--- src/rtl/regbank_pkg.sv ---
// Shared types and constants for the register-bank write arbiter.
// Stack-op encodings, stall states and default sizes.
package regbank_pkg;

  typedef enum logic [1:0] {
    STK_NOP  = 2'b00,
    STK_POP  = 2'b01,
    STK_PUSH = 2'b10
  } stk_op_e;

  typedef enum logic [1:0] {
    STALL_0 = 2'b00,
    STALL_1 = 2'b01,
    STALL_2 = 2'b10
  } stall_e;

  localparam int unsigned SP_IDX_DEFAULT = 29;
  localparam int unsigned REG_W          = 32;

  // Only pop and push actually move SP; 00 and 11 are accepted as no-ops.
  function automatic logic is_sp_move(input logic [1:0] op);
    return (op == STK_POP) || (op == STK_PUSH);
  endfunction

endpackage

--- src/rtl/rr_arbiter.sv ---
// Round-robin arbiter with a rotating priority pointer.
// Masked requesters are ignored; the pointer advances past the winner.
module rr_arbiter #(
  parameter int unsigned N = 3,
  localparam int unsigned IW = (N > 1) ? $clog2(N) : 1
) (
  input  logic          clk,
  input  logic          reset,
  input  logic [N-1:0]  req,
  input  logic [N-1:0]  mask,
  output logic [N-1:0]  grant,
  output logic [IW-1:0] grant_idx,
  output logic          grant_valid
);

  logic [IW-1:0] ptr_q, ptr_d;
  logic [IW-1:0] idx;
  logic [N-1:0]  eligible;

  always_comb begin
    eligible    = req & ~mask;
    grant       = '0;
    grant_idx   = '0;
    grant_valid = 1'b0;
    idx         = '0;
    for (int unsigned k = 0; k < N; k++) begin
      idx = IW'((32'(ptr_q) + k) % N);
      if (!grant_valid && eligible[idx]) begin
        grant[idx]  = 1'b1;
        grant_idx   = idx;
        grant_valid = 1'b1;
      end
    end

    ptr_d = ptr_q;
    if (grant_valid) begin
      ptr_d = (32'(grant_idx) == N - 1) ? '0 : grant_idx + 1'b1;
    end
  end

  always_ff @(posedge clk) begin
    if (reset) begin
      ptr_q <= '0;
    end else begin
      ptr_q <= ptr_d;
    end
  end

endmodule

--- src/rtl/regbank_write_arbiter.sv ---
// Shares the register bank write port and stack-pointer op port between
// NREQ writeback requesters and the stack unit, serialising SP conflicts.
module regbank_write_arbiter
  import regbank_pkg::*;
#(
  parameter int unsigned NREQ   = 3,
  parameter int unsigned AW     = 5,
  parameter int unsigned DW     = REG_W,
  parameter int unsigned SP_IDX = SP_IDX_DEFAULT
) (
  input  logic               clk,
  input  logic               reset,
  input  logic [NREQ-1:0]    req_valid,
  input  logic [NREQ*AW-1:0] req_addr,
  input  logic [NREQ*DW-1:0] req_data,
  output logic [NREQ-1:0]    req_ready,
  input  logic               stk_valid,
  input  logic [1:0]         stk_op,
  output logic               stk_ready,
  output logic               rb_write,
  output logic [AW-1:0]      rb_addr,
  output logic [DW-1:0]      rb_data,
  output logic [1:0]         rb_stackOp,
  output logic [2:0]         grant_id,
  output logic [15:0]        sp_conflicts
);

  localparam int unsigned IW = (NREQ > 1) ? $clog2(NREQ) : 1;

  logic [NREQ-1:0] sp_hit;
  logic [NREQ-1:0] arb_mask;
  logic [NREQ-1:0] grant;
  logic [IW-1:0]   grant_idx;
  logic            grant_valid;
  logic [AW-1:0]   sel_addr;
  logic [DW-1:0]   sel_data;
  logic            stk_active;
  logic            conflict;
  logic            stk_accept;

  stall_e          stall_q, stall_d;
  logic            rb_write_q, rb_write_d;
  logic [AW-1:0]   rb_addr_q, rb_addr_d;
  logic [DW-1:0]   rb_data_q, rb_data_d;
  logic [1:0]      rb_stackop_q, rb_stackop_d;
  logic [2:0]      grant_id_q, grant_id_d;
  logic [15:0]     sp_conflicts_q, sp_conflicts_d;

  always_comb begin
    sp_hit   = '0;
    sel_addr = '0;
    sel_data = '0;
    for (int unsigned i = 0; i < NREQ; i++) begin
      sp_hit[i] = (req_addr[i*AW +: AW] == AW'(SP_IDX));
      if (grant[i]) begin
        sel_addr = req_addr[i*AW +: AW];
        sel_data = req_data[i*DW +: DW];
      end
    end
  end

  // After two lost conflicts the stack op wins: SP writers sit out this cycle.
  assign stk_active = stk_valid && is_sp_move(stk_op);
  assign arb_mask   = (stk_active && stall_q == STALL_2) ? sp_hit : '0;

  rr_arbiter #(
    .N(NREQ)
  ) u_rr_arbiter (
    .clk        (clk),
    .reset      (reset),
    .req        (req_valid),
    .mask       (arb_mask),
    .grant      (grant),
    .grant_idx  (grant_idx),
    .grant_valid(grant_valid)
  );

  assign conflict   = stk_active && (stall_q != STALL_2) && grant_valid
                      && (sel_addr == AW'(SP_IDX));
  assign stk_accept = !reset && stk_valid && !conflict;
  assign req_ready  = reset ? '0 : grant;
  assign stk_ready  = stk_accept;

  always_comb begin
    stall_d = stall_q;
    if (stk_accept) begin
      stall_d = STALL_0;
    end else if (conflict) begin
      case (stall_q)
        STALL_0: stall_d = STALL_1;
        STALL_1: stall_d = STALL_2;
        default: stall_d = stall_q;
      endcase
    end
  end

  always_comb begin
    rb_write_d     = grant_valid && (sel_addr != '0);
    rb_addr_d      = grant_valid ? sel_addr : rb_addr_q;
    rb_data_d      = grant_valid ? sel_data : rb_data_q;
    grant_id_d     = grant_valid ? 3'(grant_idx) : grant_id_q;
    rb_stackop_d   = (stk_accept && stk_active) ? stk_op : STK_NOP;
    sp_conflicts_d = sp_conflicts_q;
    if (conflict && sp_conflicts_q != 16'hFFFF) begin
      sp_conflicts_d = sp_conflicts_q + 16'd1;
    end
  end

  always_ff @(posedge clk) begin
    if (reset) begin
      stall_q        <= STALL_0;
      rb_write_q     <= 1'b0;
      rb_addr_q      <= '0;
      rb_data_q      <= '0;
      rb_stackop_q   <= '0;
      grant_id_q     <= '0;
      sp_conflicts_q <= '0;
    end else begin
      stall_q        <= stall_d;
      rb_write_q     <= rb_write_d;
      rb_addr_q      <= rb_addr_d;
      rb_data_q      <= rb_data_d;
      rb_stackop_q   <= rb_stackop_d;
      grant_id_q     <= grant_id_d;
      sp_conflicts_q <= sp_conflicts_d;
    end
  end

  assign rb_write     = rb_write_q;
  assign rb_addr      = rb_addr_q;
  assign rb_data      = rb_data_q;
  assign rb_stackOp   = rb_stackop_q;
  assign grant_id     = grant_id_q;
  assign sp_conflicts = sp_conflicts_q;

endmodule

--- config.mk ---
export PLATFORM = sky130hd
export DESIGN_NAME = regbank_write_arbiter
export DESIGN_NICKNAME = d
export VERILOG_FILES = /design/src/rtl/regbank_pkg.sv /design/src/rtl/rr_arbiter.sv /design/src/rtl/regbank_write_arbiter.sv
export SDC_FILE = /design/constraint.sdc
export NUM_CORES = 1
export LEC_CHECK = 0
export ABC_CLOCK_PERIOD_IN_PS = 4200
export CORE_MARGIN = 2
export CORE_UTILIZATION = 41
export DETAILED_ROUTE_END_ITERATION = 8
export PLACE_DENSITY = 0.81
export SKIP_LAST_GASP = 1
export SLEW_MARGIN = 20
export SYNTH_ARGS = -nofsm -noshare
export SYNTH_HDL_FRONTEND = slang
export SYNTH_SLANG_ARGS = --single-unit
--- constraint.sdc ---
create_clock -name clk -period 4.2 [get_ports clk]
set_input_delay 0.42 -clock clk [delete_from_list [all_inputs] [get_ports clk]]
set_output_delay 0.42 -clock clk [all_outputs]
set_load 0.02 [all_outputs]
== Word level (Yosys, flattened, before mapping) ==
Index checks and enable logic that the tools add are counted.
Storage, ports and cells
  word-level logic and storage cells: 94
  bits of input ports: 119
  register bits: 62
Operators by class
  reduce and logical (&&, ||, !) cells: 26
  bitwise gates (word level): 5
  equality and inequality tests: 11
  $add $sub $neg: 4
  divide/modulo/power cells: 3
  muxes and demuxes: 31
  magnitude comparators: 6
Operator list (number)
  $mux W32: 3
  $mod A32 B2 Y32 const B: 2
  $mod A2 B2 Y32 const B: 1
  $eq A5 B5 Y1 const B: 4
  $add A16 B1 Y16 const B: 1
  $ne A16 B16 Y1 const B: 1
  $logic_and A1 B1 Y1: 15
  $mux W3: 5
  $mux W5: 3
  $lt A2 B3 Y1 const B: 3
  $mux W1: 9
  $mux W2: 4
  $bmux W1 S2: 3
  $demux W1 S2: 3
  $eq A2 B2 Y1 const B: 3
  $ge A2 B1 Y1 const B: 3
  $or A3 B3 Y3: 2
  $reduce_bool A5 Y1: 1
  $eq A2 B1 Y1 const B: 2
  $logic_not A1 Y1: 4
  $pmux W2 S2: 1
  $reduce_or A2 Y1: 2
  $add A2 B1 Y3 const B: 1
  $add A2 B2 Y3 const B: 1
  9 further kinds: 9

== Longest topological paths before layout ==
Gate-level depths: netlist of run 1.
  word-level depth: 26
  mapped depth: 15
  depth with buffers taken out: 12

== Cells and area by module ==
From an unflattened synthesis of run 1, not the netlist that was laid out.
Second synthesis, totals
  cells, all modules: 468
  area, all modules: 3808.7 sq um
By module, submodules not included
  regbank_write_arbiter: times used 1, cells each 403, area each 3321.9 sq um
  rr_arbiter: times used 1, cells each 65, area each 486.7 sq um

== Least setup slack after synthesis of run 1 ==
OpenSTA, ideal clock, no wires.
  kind: in2out
  from: input port stk_op[0]
  to: output port stk_ready
  data arrival time: 3.178 ns
  path buffers: 3
  setup slack: 0.602 ns
  stages: 13
  cells stage by stage: xnor2_1 o41a_1 o211ai_1 a21oi_2 a211o_1 buf_2 and2_1 a211oi_2 or4b_1 clkbuf_1 buf_2 o21ai_1 nor2_1
Between the ends
  cells in the longest elaborated chain, start to end: 23
RTL lines
  from (decl): RTL line regbank_write_arbiter.sv:18  | input logic [1:0] stk_op,
  $eq A2 B1 Y1 / $eq A2 B2 Y1 (equally long branches): RTL line regbank_pkg.sv:22  | return (op == STK_POP) || (op == STK_PUSH);
  $logic_or A1 B1 Y1 *: RTL line regbank_pkg.sv:22
  $logic_and A1 B1 Y1 *: RTL line regbank_write_arbiter.sv:63  | assign stk_active = stk_valid && is_sp_move(stk_op);
  $logic_and A1 B1 Y1: RTL line regbank_write_arbiter.sv:64  | assign arb_mask = (stk_active && stall_q == STALL_2) ? sp_hit : '0;
  $mux W3: RTL line regbank_write_arbiter.sv:64
  $not A3 Y3: RTL line rr_arbiter.sv:21  | eligible = req & ~mask;
  $and A3 B3 Y3: RTL line rr_arbiter.sv:21
  $bmux W1 S2: RTL line rr_arbiter.sv:28  | if (!grant_valid && eligible[idx]) begin
  [... 5 more ...]
  $logic_not A1 Y1: RTL line rr_arbiter.sv:28
  $logic_and A1 B1 Y1: RTL line rr_arbiter.sv:28
  $mux W3: RTL line rr_arbiter.sv:28
  $mux W5 (3 in series): RTL line regbank_write_arbiter.sv:55  | if (grant[i]) begin
  $eq A5 B5 Y1: RTL line regbank_write_arbiter.sv:79  | && (sel_addr == AW'(SP_IDX));
  $logic_and A1 B1 Y1 *: RTL line regbank_write_arbiter.sv:79
  $logic_not A1 Y1 *: RTL line regbank_write_arbiter.sv:80  | assign stk_accept = !reset && stk_valid && !conflict;
  $logic_and A1 B1 Y1 *: RTL line regbank_write_arbiter.sv:80
  to (decl): RTL line regbank_write_arbiter.sv:19  | output logic stk_ready,
Mark *: on every way between the ends. The rest lies on a longest branch, timed or not. The select of a mux whose other input is x is not followed.

== Worst setup path after layout of run 1 ==
  from: input port req_addr[11]
  to: output port stk_ready
Between the ends
  cells in the longest elaborated chain, start to end: 20
RTL lines
  from (decl): RTL line regbank_write_arbiter.sv:14  | input logic [NREQ*AW-1:0] req_addr,
  $eq A5 B5 Y1: RTL line regbank_write_arbiter.sv:54  | sp_hit[i] = (req_addr[i*AW +: AW] == AW'(SP_IDX));
  $mux W3: RTL line regbank_write_arbiter.sv:64
  $not A3 Y3: RTL line rr_arbiter.sv:21
  $and A3 B3 Y3: RTL line rr_arbiter.sv:21
  $bmux W1 S2: RTL line rr_arbiter.sv:28
  $mux W1 (not written as such): RTL line rr_arbiter.sv:28
  $mux W1: RTL line rr_arbiter.sv:28
  $logic_not A1 Y1: RTL line rr_arbiter.sv:28
  [... 2 more ...]
  $logic_not A1 Y1: RTL line rr_arbiter.sv:28
  $logic_and A1 B1 Y1: RTL line rr_arbiter.sv:28
  $mux W3: RTL line rr_arbiter.sv:28
  $mux W5 (3 in series): RTL line regbank_write_arbiter.sv:55
  $eq A5 B5 Y1: RTL line regbank_write_arbiter.sv:79
  $logic_and A1 B1 Y1 *: RTL line regbank_write_arbiter.sv:79
  $logic_not A1 Y1 *: RTL line regbank_write_arbiter.sv:80
  $logic_and A1 B1 Y1 *: RTL line regbank_write_arbiter.sv:80
Marked as above.

==> metrics, run 1 <==
outcome complete, no violations; Post-DP Area about 5700 sq um; Final setup viols 0; FILL cells just under 700; crit-path max FO 6; Seq cells post-synth 62; post-synthesis sequential area ratio 0.342; CTS Buf Count 9; number of clock sinks between 60 and 70; Post-synth top flop dfxtp_1; number of synthesized flops with an enable pin 0; Final Cycle Share 0.966; Power Dens Cells approximately 630 nW/um^2; worst skew pair latency around 0.33 ns; DRC viols 0; Clock Skews between 0.007 and 0.008 ns; Peak Freq roughly 250 MHz; largest net degree at the start of global routing 43; worst slack, placed -0.254 ns; DR iter-0 viols roughly 220; final core utilization 0.684; Max Cap Viol 0; die width roughly 100 um; Worst VDD drop between 300 and 400 uV; Ys Warns 0; Layout Cells excl Fill around 760; fin area 5910 sq um; Syn Inst Count 448; Power Total about 3.7 mW; gp weighted congestion 0.900; die area 9620 sq um; CP endpoint kind output pin; ANT cells 0; FF/Latch Area between 1000 and 1500 sq um; largest family of logic cells by synthesized area compound AO/OA/AOI/OAI gates; worst setup margin around 0.14 ns; Detailed Route WL roughly 12000 um; Clock transition at path regs about 0.070 ns; worst min-delay path category register to register; vias 4295; Placed Cells around 740; Hold Crit Depth 2; FFs w/ async S/R, synth 0; grt ovf 0; Final nets 766; syn nets ~570; Post-Synth Adder-Cell Area 0.0200; worst path required time 3.78 ns; WHS 0.454 ns; buffer count from post-CTS setup fixing 0; routed length per instance approximately 16 um; # rows 34; Post-DRT Antenna Nets 0; initial antenna violation count 0; Synth Area in Compound Gates 0.315; Fin Setup TNS 0 ns; Synth Area in Simple Gates 0.230; GR Util All Layers 0.244; Setup CP Type primary input to output pin; Final Critical Period roughly 4 ns; multiplexer share of the synthesized area 0.0341; crit path launch type primary input; Root Driver clkbuf_8; Multi-input gate area roughly 2200 sq um; layout cells sized above 1 0.127; Die Y between 90 and 100 um; HPWL after DPL 9180 um; relative slew slack 0.375; vias per cell ~5.7; unrepaired setup endpoints after global routing false; core area 8640 sq um; Syn Area/Cell between 8 and 9 sq um; most common cell after layout, fill and taps aside clkdlybuf4s50_1; critical path arrival between 3 and 4 ns; R2R depth 14; Clock Tree Buf Depth 2; Leakage ~2.2 nW; H-tree levels 3; cell area after synthesis around 3600 sq um; actual slew at the worst max-slew pin 0.933 ns; Area Growth Syn to Fin 62.8%; most frequent cells in the layout 178 x clkdlybuf4s50_1, 62 x dfxtp_1, 57 x nand2_1, 49 x a21oi_1, 42 x buf_4; # port buffers between 150 and 200; Initial Util 0.420; CTS tree yes; max-slew violation count 0; Yosys cell types 64; Initial DRT Pass Iterations 4; xor/xnor share of the synthesized area 0.00483; first-pass GRT wire length roughly 20000 um; Hold Violations, Final 0; vias in the first global route ~4200; IO Pins 182
timing repair:
item                                    in CTS  in global routing
endpoints found under the setup margin       1                  1
resized for setup                            4                  5
hold buffers                                 0                  0
pin swaps                                    1                  4
Yosys cell counts, drive strengths merged, types with 2 or more instances:
| master | n | share of area |
|---|---|---|
| a211oi | 3 | 0.0076 |
| a21boi | 2 | 0.0072 |
| a21o | 2 | 0.0041 |
| a21oi | 50 | 0.070 |
| a221o | 33 | 0.091 |
| a22oi | 3 | 0.0062 |
| a31oi | 4 | 0.0069 |
| and2 | 2 | 0.0034 |
| and3 | 4 | 0.0069 |
| buf | 5 | 0.0093 |
| clkbuf | 34 | 0.035 |
| dfxtp | 62 | 0.34 |
| ha | 5 | 0.017 |
| inv | 8 | 0.0083 |
| mux2 | 11 | 0.034 |
| nand2 | 57 | 0.059 |
| nand2b | 2 | 0.0034 |
| nand3 | 8 | 0.012 |
| nand3b | 2 | 0.0041 |
| nand4 | 6 | 0.010 |
| nor2 | 30 | 0.031 |
| nor2b | 13 | 0.022 |
| nor3 | 3 | 0.0041 |
| nor4 | 9 | 0.028 |
| nor4b | 5 | 0.017 |
| o2111ai | 2 | 0.0048 |
| o211ai | 4 | 0.0097 |
| o21a | 3 | 0.0062 |
| o21ai | 42 | 0.058 |
| o22ai | 2 | 0.0034 |
| o31ai | 4 | 0.0083 |
| or2 | 2 | 0.0034 |
| or3 | 3 | 0.0052 |
| or4 | 3 | 0.0062 |
| or4b | 3 | 0.0083 |
path summary, 6_finish.rpt:
path	startpoint	end	slack (ns)
max	req_addr[11]	stk_ready	0.14
min	rb_data[13]	rb_data[13]	0.45
max reg2reg	stall_q[0]	sp_conflicts[11]	0.45
min reg2reg	rb_data[13]	rb_data[13]	0.45
power by group:
group          total (mW)  switching (mW)  internal [mW]
Sequential          0.911           0.111          0.800
Combinational        2.33            1.26           1.08
Clock               0.452           0.224          0.228
worst max-delay path: stages:
cell             delay, ns
clkdlybuf4s50_1       0.45
nand3b_1              0.22
o41a_1                0.54
nand2_1               0.13
a21boi_1              0.08
buf_4                 0.14
o211ai_2              0.17
nand3_2               0.15
and3_1                0.21
a211oi_2              0.22
or4b_1                0.49
o21ai_2               0.16
nor2_1                0.06
clkbuf_2              0.18
cells by family after synthesis:
logic type	count (synthesis)
AND/OR/NAND/NOR	154
flip-flops	62
adder cells (fa/ha/maj)	6
buffers and inverters	47
multiplexers	11
other	1
XOR/XNOR	2
AO/OA/AOI/OAI	165
final cells by class:
cell class	count	share of cell area
Clock buffer	12	0.0246
Tap cell	108	0.0229
Inverter	8	0.00508
Clock inverter	4	0.00381
Sequential cell	62	0.210
Timing Repair Buffer	222	0.357
Multi-Input combinational cell	339	0.377
flip-flops by register name, summed over array words and instances, names as in the netlist:
signal and count:
rb_addr 5, rb_stackOp 2, u_rr_arbiter.ptr_q 2, rb_write 1, sp_conflicts 16, stall_q 2
rb_data 32, grant_id 2
routing by layer:
metal | wire length (um) | GRT usage | vias to the layer above
met4 | 247 | 0.0716 | 0
met2 | 6130 | 0.437 | 168
li1 | - | - | 2065
met3 | 848 | 0.0659 | 16
met1 | 4810 | 0.285 | 2046
met5 | 0 | 0 | -
Note: power is estimated with default switching activity, not from simulation.
==> inputs of run 2 (changes only) <==
--- a/config.mk
+++ b/config.mk
@@ -5,11 +5,11 @@
 export SDC_FILE = /design/constraint.sdc
 export NUM_CORES = 1
 export LEC_CHECK = 0
-export ABC_CLOCK_PERIOD_IN_PS = 4200
 export CORE_MARGIN = 2
 export CORE_UTILIZATION = 41
 export DETAILED_ROUTE_END_ITERATION = 8
-export PLACE_DENSITY = 0.81
+export PLACE_DENSITY = 0.8
+export SETUP_SLACK_MARGIN = 0.5
 export SKIP_LAST_GASP = 1
 export SLEW_MARGIN = 20
 export SYNTH_ARGS = -nofsm -noshare
==> metrics, run 2 (same netlist as run 1, synthesis figures left out) <==
die area 9620 sq um (unchanged); # rows 34 (unchanged); Clock Skews 0.00851 ns (was 0.00759 ns); CP endpoint kind output pin (unchanged); worst path required time 3.78 ns (about the same); Power Dens Cells 623 nW/um^2 (was 626 nW/um^2); number of clock sinks 62 (unchanged); HPWL after DPL 8650 um (was 9180 um); H-tree levels 3 (unchanged); DR iter-0 viols 273 (was 223); R2R depth 14 (unchanged); Leakage 2.32 nW (was 2.16 nW); Placed Cells 729 (was 739); number of flip-flops in the largest register 32 (unchanged); FF/Latch Area 1240 sq um (about the same); largest net degree at the start of global routing 50 (was 43); # port buffers 180 (unchanged); vias in the first global route 4094 (was 4160); Initial DRT Pass Iterations 4 (unchanged); most common cell after layout, fill and taps aside clkdlybuf4s50_1 (unchanged); unrepaired setup endpoints after global routing true (was false); outcome complete, no violations (unchanged); Final nets 770 (was 766); most frequent cells in the layout 169 x clkdlybuf4s50_1, 60 x dfxtp_1, 54 x nand2_1, 49 x a21oi_1, 42 x buf_4 (was 178 x clkdlybuf4s50_1, 62 x dfxtp_1, 57 x nand2_1, 49 x a21oi_1, 42 x buf_4); worst slack, placed -0.231 ns (was -0.254 ns); first-pass GRT wire length 19100 um (was 19500 um); ANT cells 0 (unchanged); GR Util All Layers 0.238 (was 0.244); Post-DRT Antenna Nets 0 (unchanged); FILL cells 633 (was 681); Layout Cells excl Fill 759 (was 755); CP startpoint stk_op[1] (was req_addr[11]); Final Critical Period 3.89 ns (was 4.06 ns); actual slew at the worst max-slew pin 1.31 ns (was 0.933 ns); Clock transition at path regs 0.07 ns (about the same); critical path arrival 3.47 ns (was 3.64 ns); layout cells sized above 1 0.178 (was 0.127); worst setup margin 0.313 ns (was 0.143 ns); Area Growth Syn to Fin 71.2% (was 62.8%); FF-to-FF Start stall_q[0] (unchanged); CTS tree yes (unchanged); IO Pins 182 (unchanged); Max Cap Viol 0 (unchanged); crit-path max FO 4 (was 6); worst min-delay path category register to register (unchanged); vias 4283 (was 4295); core area 8640 sq um (unchanged); R2R Path End sp_conflicts[12] (was sp_conflicts[11]); Hold Violations, Final 0 (unchanged); max-slew violation count 0 (unchanged); DRC viols 0 (unchanged); initial antenna violation count 0 (unchanged); die width 98.1 um (unchanged); gp weighted congestion 1.00 (was 0.900); relative slew slack 0.121 (was 0.375); Worst VDD drop 362 uV (was 322 uV); worst skew pair latency 0.33 ns (about the same); vias per cell 5.64 (was 5.69); fin area 6210 sq um (was 5910 sq um); Setup CP Type primary input to output pin (unchanged); crit path to stk_ready (unchanged); hold_buf cts 0 (unchanged); Multi-input gate area 2450 sq um (was 2230 sq um); FF-to-FF setup slack 0.45 ns (about the same); grt ovf 0 (unchanged); Final Cycle Share 0.925 (was 0.966); Clock Tree Buf Depth 2 (unchanged); Root Driver clkbuf_8 (unchanged); Detailed Route WL 12300 um (was 12000 um); Peak Freq 257 MHz (was 246 MHz); Post-DP Area 5660 sq um (was 5730 sq um); CTS Buf Count 9 (unchanged); routed length per instance 16.2 um (was 15.9 um); Die Y 98.1 um (unchanged); Final setup viols 0 (unchanged); crit path launch type primary input (unchanged); Initial Util 0.420 (unchanged)
[run 2: cell types whose count changed in the layout (fill, tap and decap cells not counted), sizes merged]
cell | previous run | this run
dlygate4sd2 | 0 | 9
buf | 43 | 47
clkdlybuf4s50 | 178 | 169
[run 2: power by group]
part | total, mW | switching, mW | internal, mW
clock | 0.457 | 0.229 | 0.228
combinational | 2.51 | 1.33 | 1.18
sequential | 0.910 | 0.111 | 0.799
[run 2: worst min path at each step]
stage	start	endpoint	slack (ns)	cells after the start
floorplan	stall_q[0]	stall_q[1]	0.48	1
global placement	rb_data[27]	rb_data[27]	0.44	2
detailed placement	rb_data[13]	rb_data[13]	0.44	2
CTS	rb_data[13]	rb_data[13]	0.45	2
global route	rb_data[17]	rb_data[17]	0.47	2
finish	rb_data[13]	rb_data[13]	0.45	2
[run 2: per-layer routing]
layer	share of wire	global-route usage
met5	0	0
met4	0.022	0.0791
met3	0.067	0.0580
met2	0.51	0.423
met1	0.40	0.280
[run 2: area by class of cell]
| type | count | share of cell area |
|---|---|---|
| clock inverter | 4 | 0.00363 |
| sequential | 62 | 0.200 |
| timing repair buffer | 226 | 0.351 |
| clock buffer | 12 | 0.0234 |
| inverter | 8 | 0.00483 |
| multi-input combinational | 339 | 0.395 |
| tap | 108 | 0.0218 |
[run 2: stage by stage]
stage	TNS [ns]	total power, mW	hold WS, ns	utilization
finish	0	3.87	0.451	0.719
global route	0	4.12	0.465	0.719
CTS	0	3.75	0.452	0.695
detailed placement	-0.485	3.18	0.442	0.656
global placement	-0.144	3.15	0.438	0.656
floorplan	0	2.27	0.482	-
[run 2: what timing repair did]
item / CTS / global route
setup endpoints to repair: 17 / 16
buffers inserted: 8 / 5
hold endpoints to repair: 0 / 0
pin swaps: 22 / 24
resized for setup: 39 / 30
cloned: 0 / 1
[run 2: critical path, cell delays in order]
cell           delay (ns)
dlygate4sd2_1        0.29
xor2_1               0.35
nand2b_4             0.12
buf_4                0.16
o21ai_2              0.16
buf_4                0.14
nand4_1              0.11
a21oi_1              0.20
buf_4                0.16
a211o_1              0.18
buf_4                0.16
a21o_1               0.09
o22ai_1              0.09
or3b_4               0.44
o21ai_2              0.16
nor2_1               0.06
buf_4                0.18
==> RTL change 1, RTL diff (config.mk and constraints of run 1) <==
Re-encode `stall_e` (3 values) as one-hot, 3 bits wide.
--- a/src/rtl/regbank_pkg.sv
+++ b/src/rtl/regbank_pkg.sv
@@ -9,8 +9,8 @@
   } stk_op_e;
 
-  typedef enum logic [1:0] {
-    STALL_0 = 2'b00,
-    STALL_1 = 2'b01,
-    STALL_2 = 2'b10
+  typedef enum logic [2:0] {
+    STALL_0 = 3'b001,
+    STALL_1 = 3'b010,
+    STALL_2 = 3'b100
   } stall_e;
 
Function: no difference found for any inputs over 4 cycles, from zero or initial values and one cycle with reset high; so few cycles prove little.
==> RTL change 1 against run 1 <==
Global-route usage rose by 0.80 points. Sequential share of layout area decreased by 0.40 points. Routed wire length increased by 10%. Critical path depth shrank 1. Die area rose by 4.7%. Area after synthesis increased by 4.9%. Total power is 18% lower. Largest cell class unchanged. Cell area up 3.7%. Count of clock-buffer cells in the layout decreased by 1. Sequential power shrank 12%. Setup slack better by 32 ps. Largest power group unchanged. Clock power increased by 32%. Sequential cell count rose by 1.
==> RTL change 1: results (changes against run 1) <==
| Metric | Value |
|---|---|
| Initial DRC Count | 209 (-6.3%) |
| Root Buffer | clkbuf_8 |
| Slowest stage delay, CP | 470 ps (-70 ps) |
| Fraction of layout cells with a size suffix above 1 | 0.141 (+0.0138) |
| Cell variety after synth | 75 (+17%) |
| Dpl cell area | 0.00584 sq mm (+2.0%) |
| H-tree depth | 3 (unchanged) |
| Commonest cells in the synthesized netlist | 85 x nor2_1, 63 x dfxtp_1, 38 x a21oi_1 |
| Fill count | 766 (+12%) |
| Routability cong. | 0.992 (+10%) |
| Clk slew on worst S/H paths | 70 ps (about the same) |
| Worst r2r path cells | 12 (-2) |
| Slowest cell on the critical path | o41ai_4 |
| Max reg flops | 32 (unchanged) |
| Mean number of vias per cell | 5.83 (+2.4%) |
| P_leak | 0.00232 uW (+7.6%) |
| Vias in the first global route | 4,284 (+3.0%) |
| Nets | 788 (+2.9%) |
| Detail Placement HPWL | 9730 microns (+6.0%) |
| Flop2flop setup slack | 490 ps (+40 ps) |
| Crit path DAT | 3600 ps (-40 ps) |
| WS Path Type | reg2out |
| Delay-heaviest family, CP | compound AO/OA/AOI/OAI gates |
| Pre-CTS setup slack | -300 ps (-45.9 ps) |
| M2 GR Usage | 0.433 (-0.00363) |
| ANT cells | 0 (unchanged) |
| Final WL | 13,300 microns (+10%) |
| Worst r2r src | stall_q[1]$_SDFFE_PP0P_ |
| Worst setup path endpoint | stk_ready |
| Async S/R FF share, synth | 0 (unchanged) |
| Routed length per instance | 17.0 microns (+6.8%) |
| Grt met3 use | 0.0467 (-0.0192) |
| Worst Hold Endpoint | rb_addr[3]$_SDFFE_PP0P_ |
| Largest cells by area after synthesis | dfxtp_1 33%, nor2_1 8.4%, a221oi_1 7.4% |
| Hold Path Depth | 2 (unchanged) |
| Ys Warns | 0 (unchanged) |
| Syn Inst Count | 468 (+4.5%) |
| Pre-Repair DR Iteration Count | 6 (+2) |
| Grt ovf | 0 (unchanged) |
| Max frequency | 248 MHz (+0.81%) |
| Layout Skew | 9.86 ps (+2.27 ps) |
| Dpl cells | 763 (+3.2%) |
| Hold wc startpoint | rb_addr[3]$_SDFFE_PP0P_ |
| Sequential cell area fraction in the yosys report | 0.331 (-0.0108) |
| Mapped Nets | 592 (+3.5%) |
| Crit path max fanout | 6 (unchanged) |
| Status | finished, final reports clean |
| Cts bufs inserted | 9 (unchanged) |
| Worst flop-to-flop path endpoint | sp_conflicts[9]$_SDFFE_PP0P_ |
| First-pass GRT wire length | 20,500 microns (+5.5%) |
| Largest net degree at the start of global routing | 65 (+51%) |
| Met1 usage | 0.317 (+0.0317) |
| Worst slew pin tran | 624 ps (-310 ps) |
| Maximum vdd drop | 0.262 mV (-19%) |
| Total track usage | 0.252 (+0.00798) |
-- RTL change 1: changes by cell type after synthesis, sizes merged, moves of 8 or more --
cell	change
a221oi	+31
a21oi	-11
mux2	-8
nor2	+56
o21ai	-35
a22oi	+30
nand2	-26
nor2b	-11
a221o	-33
-- RTL change 1: stage by stage --
step	hold WS [ps]	TNS, ps
floorplan	463	0
global placement	439	-193
detailed placement	449	-300
CTS	461	0
global route	478	0
finish	460	0
-- RTL change 1: report_power, final --
group	internal [uW]	leakage, uW	switching [uW]
registers	728	0.000517	70.8
clock network	351	0.000110	246
logic	745	0.00170	880
total	1820	0.00232	1200
-- RTL change 1: routing by layer --
metal  up-vias  part of all wire
li1       2166                 -
met3        30             0.055
met5         -                 0
met2       162              0.50
met1      2186              0.42
met4         0             0.019
-- RTL change 1: logic make-up after synthesis --
kind of cell               share of synthesized area
AOI/OAI and AO/OA                              0.317
muxes                                        0.00887
other                                       0.000985
xor gates and xnor gates                     0.00427
buffers and inverters                         0.0766
DFF                                            0.331
and+or+nand+nor                                0.239
adders and majority gates                     0.0217
-- RTL change 1: worst reg2reg max path, delay by kind of cell, from the launching register on --
family | cells | cell delay, ps
buffers and inverters | 3 | 600
AO/OA/AOI/OAI | 5 | 840
AND/OR/NAND/NOR | 4 | 1830
flip-flops | 1 | 360
-- RTL change 1: layout make-up --
class | count | area, sq um | share of cell area
tap | 111 | 139 | 0.0227
clock inverter | 5 | 81.3 | 0.0133
multi-input combinational | 350 | 2320 | 0.378
inverter | 15 | 56.3 | 0.00919
clock buffer | 11 | 141 | 0.0231
timing repair buffer | 225 | 2130 | 0.348
sequential | 63 | 1260 | 0.206
-- RTL change 1: repair_timing --
item / in CTS / in global routing
endpoints found under the setup margin: 1 / 1
resized for setup: 10 / 3
pin swaps: 1 / 1
buffers inserted: 1 / 0
==> RTL change 2, RTL diff (flow settings as in run 1) <==
Without the edit above. `NREQ`: 3 -> 6.
--- a/src/rtl/regbank_write_arbiter.sv
+++ b/src/rtl/regbank_write_arbiter.sv
@@ -4,5 +4,5 @@
   import regbank_pkg::*;
 #(
-  parameter int unsigned NREQ   = 3,
+  parameter int unsigned NREQ   = 6,
   parameter int unsigned AW     = 5,
   parameter int unsigned DW     = REG_W,
Interface: changed (resized req_addr, req_data, req_ready and req_valid); port bits go from 182 to 299. No check against the original RTL was run, so the function may have changed too.
==> RTL change 2 against run 1 <==
The flow now finishes with violations (setup timing). Sequential cell count is 2 higher. Count of clock-buffer cells in the layout is 2 higher. Non-clock buffer count is 287 higher. Die area is 51% higher. Cell area is 95% higher. Combinational power grew to 4.1 times the old value. Fmax is 28% lower. Core utilization is 19 points higher. Largest cell class is now buffers. Via count is 110% higher. Total power grew to 3.0 times the old value. Setup slack worse by 1600 ps. Area after synthesis is 53% higher. Routed wire length grew to 2.7 times the old value.
==> RTL change 2: results (changes against run 1) <==
| Metric | Value |
|---|---|
| Sequential cell area fraction in the yosys report | 0.231 (-0.111) |
| First-pass GRT wire length | 44,300 microns (+130%) |
| Worst r2r src | u_rr_arbiter.ptr_q[1]$_SDFFE_PP0P_ |
| Routability cong. | 0.974 (+8.2%) |
| Maximum vdd drop | 0.510 mV (+58%) |
| WL met1 | 11,800 microns (+140%) |
| Delay-heaviest family, CP | compound AO/OA/AOI/OAI gates |
| Final setup fails | 60 (+60) |
| Worst Hold Endpoint | rb_data[26]$_SDFFE_PP0P_ |
| Clk slew on worst S/H paths | 50 ps (-20 ps) |
| Commonest cells in the synthesized netlist | 109 x nand2_1, 86 x a21oi_1, 68 x nor2_1 |
| Dpl cell area | 0.00976 sq mm (+70%) |
| Pre-CTS setup slack | -1800 ps (-1550 ps) |
| Ys Warns | 0 (unchanged) |
| Worst slew margin | 0.424 (+0.0487) |
| WL met2 | 15,500 microns (+150%) |
| Setup TNS Final | -36,170 ps (-36,170 ps) |
| H-tree depth | 3 (unchanged) |
| Vias post-DR | 8,973 (+110%) |
| Initial antenna violation count | 2 (+2) |
| Slowest cell on the critical path | or4_4 |
| Largest cells by area after synthesis | dfxtp_1 23%, a21oi_1 7.8%, nand2_1 7.4% |
| Clk Latency, worst-skew pair | 340 ps |
| Cell variety after synth | 79 (+23%) |
| Failing checks | setup timing |
| WL met3 | 3500 microns (+310%) |
| Layout Skew | 7.98 ps (+0.389 ps) |
| Worst r2r path cells | 20 (+6) |
| Vias in the first global route | 8,161 (+96%) |
| Mapped Nets | 1,035 (+81%) |
| Largest net degree at the start of global routing | 73 (+70%) |
| Fill count | 711 (+4.4%) |
| Crit path DAT | 5210 ps (+1570 ps) |
| Detail Placement HPWL | 20,600 microns (+120%) |
| Crit path max fanout | 5 (-1) |
| Worst flop-to-flop path endpoint | sp_conflicts[14]$_SDFFE_PP0P_ |
| Hold wc startpoint | rb_data[26]$_SDFFE_PP0P_ |
| Root Buffer | clkbuf_16 |
| P_leak | 0.00445 uW (+110%) |
| Status | finished, violations left |
| Setup slack after layout | -1430 ps (-1570 ps) |
| Nets | 1,489 (+94%) |
| Port buffer count | 298 (+66%) |
| Fraction of layout cells with a size suffix above 1 | 0.301 (+0.175) |
| Routed length per instance | 23.2 microns (+45%) |
| Initial DRC Count | 950 (+330%) |
| Total track usage | 0.390 (+0.146) |
## RTL change 2: cell families (layout without fill, tap and decap cells)
family / Yosys count / after routing / synth area share
multiplexers: 12 / 12 / 0.0282
flip-flops: 64 / 64 / 0.231
other: 0 / 2 / 0
AO/OA/AOI/OAI: 297 / 297 / 0.369
adder cells (fa/ha/maj): 15 / 15 / 0.0338
XOR/XNOR: 10 / 10 / 0.0171
AND/OR/NAND/NOR: 301 / 301 / 0.259
buffers and inverters: 88 / 545 / 0.0622
## RTL change 2: cell type report
| type | count | area (sq um) | area share |
|---|---|---|---|
| timing repair buffer | 509 | 4970 | 0.432 |
| multi-input combinational | 635 | 4660 | 0.404 |
| sequential | 64 | 1290 | 0.112 |
| clock buffer | 14 | 284 | 0.0246 |
| tap | 176 | 220 | 0.0191 |
| inverter | 22 | 90.1 | 0.00782 |
| antenna | 2 | 5.00 | 0.000434 |
## RTL change 2: power breakdown
part | total [uW] | switching (uW) | internal [uW]
logic | 9500 | 5000 | 4490
registers | 927 | 122 | 805
clock network | 732 | 274 | 458
## RTL change 2: repair_timing
item,CTS,global route
resized for setup,133,87
buffers inserted,20,34
setup endpoints to repair,63,64
gates cloned,5,5
pin swaps,36,37
## RTL change 2: through the flow
step           instances  hold slack, ps  power (uW)
2_1_floorplan        787             497        4920
3_3_place_gp        1345             437        7430
3_5_place_dp        1345             443        7510
4_1_cts             1384             450        9490
5_1_grt             1422             468       11600
6_report            1422             452       11200
## RTL change 2: worst max path at each step
stage	start	cells past startpoint	end
floorplan	u_rr_arbiter.ptr_q[1]$_SDFFE_PP0P_	22	stk_ready
global placement	stk_op[1]	16	stk_ready
detailed placement	stk_op[0]	17	stk_ready
CTS	u_rr_arbiter.ptr_q[1]$_SDFFE_PP0P_	19	stk_ready
global route	u_rr_arbiter.ptr_q[1]$_SDFFE_PP0P_	23	stk_ready
finish	u_rr_arbiter.ptr_q[1]$_SDFFE_PP0P_	19	stk_ready
## RTL change 2: metal layers
metal,vias up,track usage
met2,718,0.650
li1,3870,-
met5,-,0
met1,4204,0.471
met3,181,0.0896
met4,0,0.193
## RTL change 2: worst reg2reg max path: stages (launching register included)
cell     delay (ps)
dfxtp_4         400
ha_4            200
xnor2_4         130
inv_2            60
ha_4            210
o31a_4          360
a21oi_4         150
mux4_2          410
mux2_4          310
a311o_1         270
a31o_1          230
and2_4          160
buf_6           120
a221o_1         300
a221o_1         340
or3_4           410
or4_4           540
buf_6           160
buf_12          120
or4_1           510
a21oi_1         140
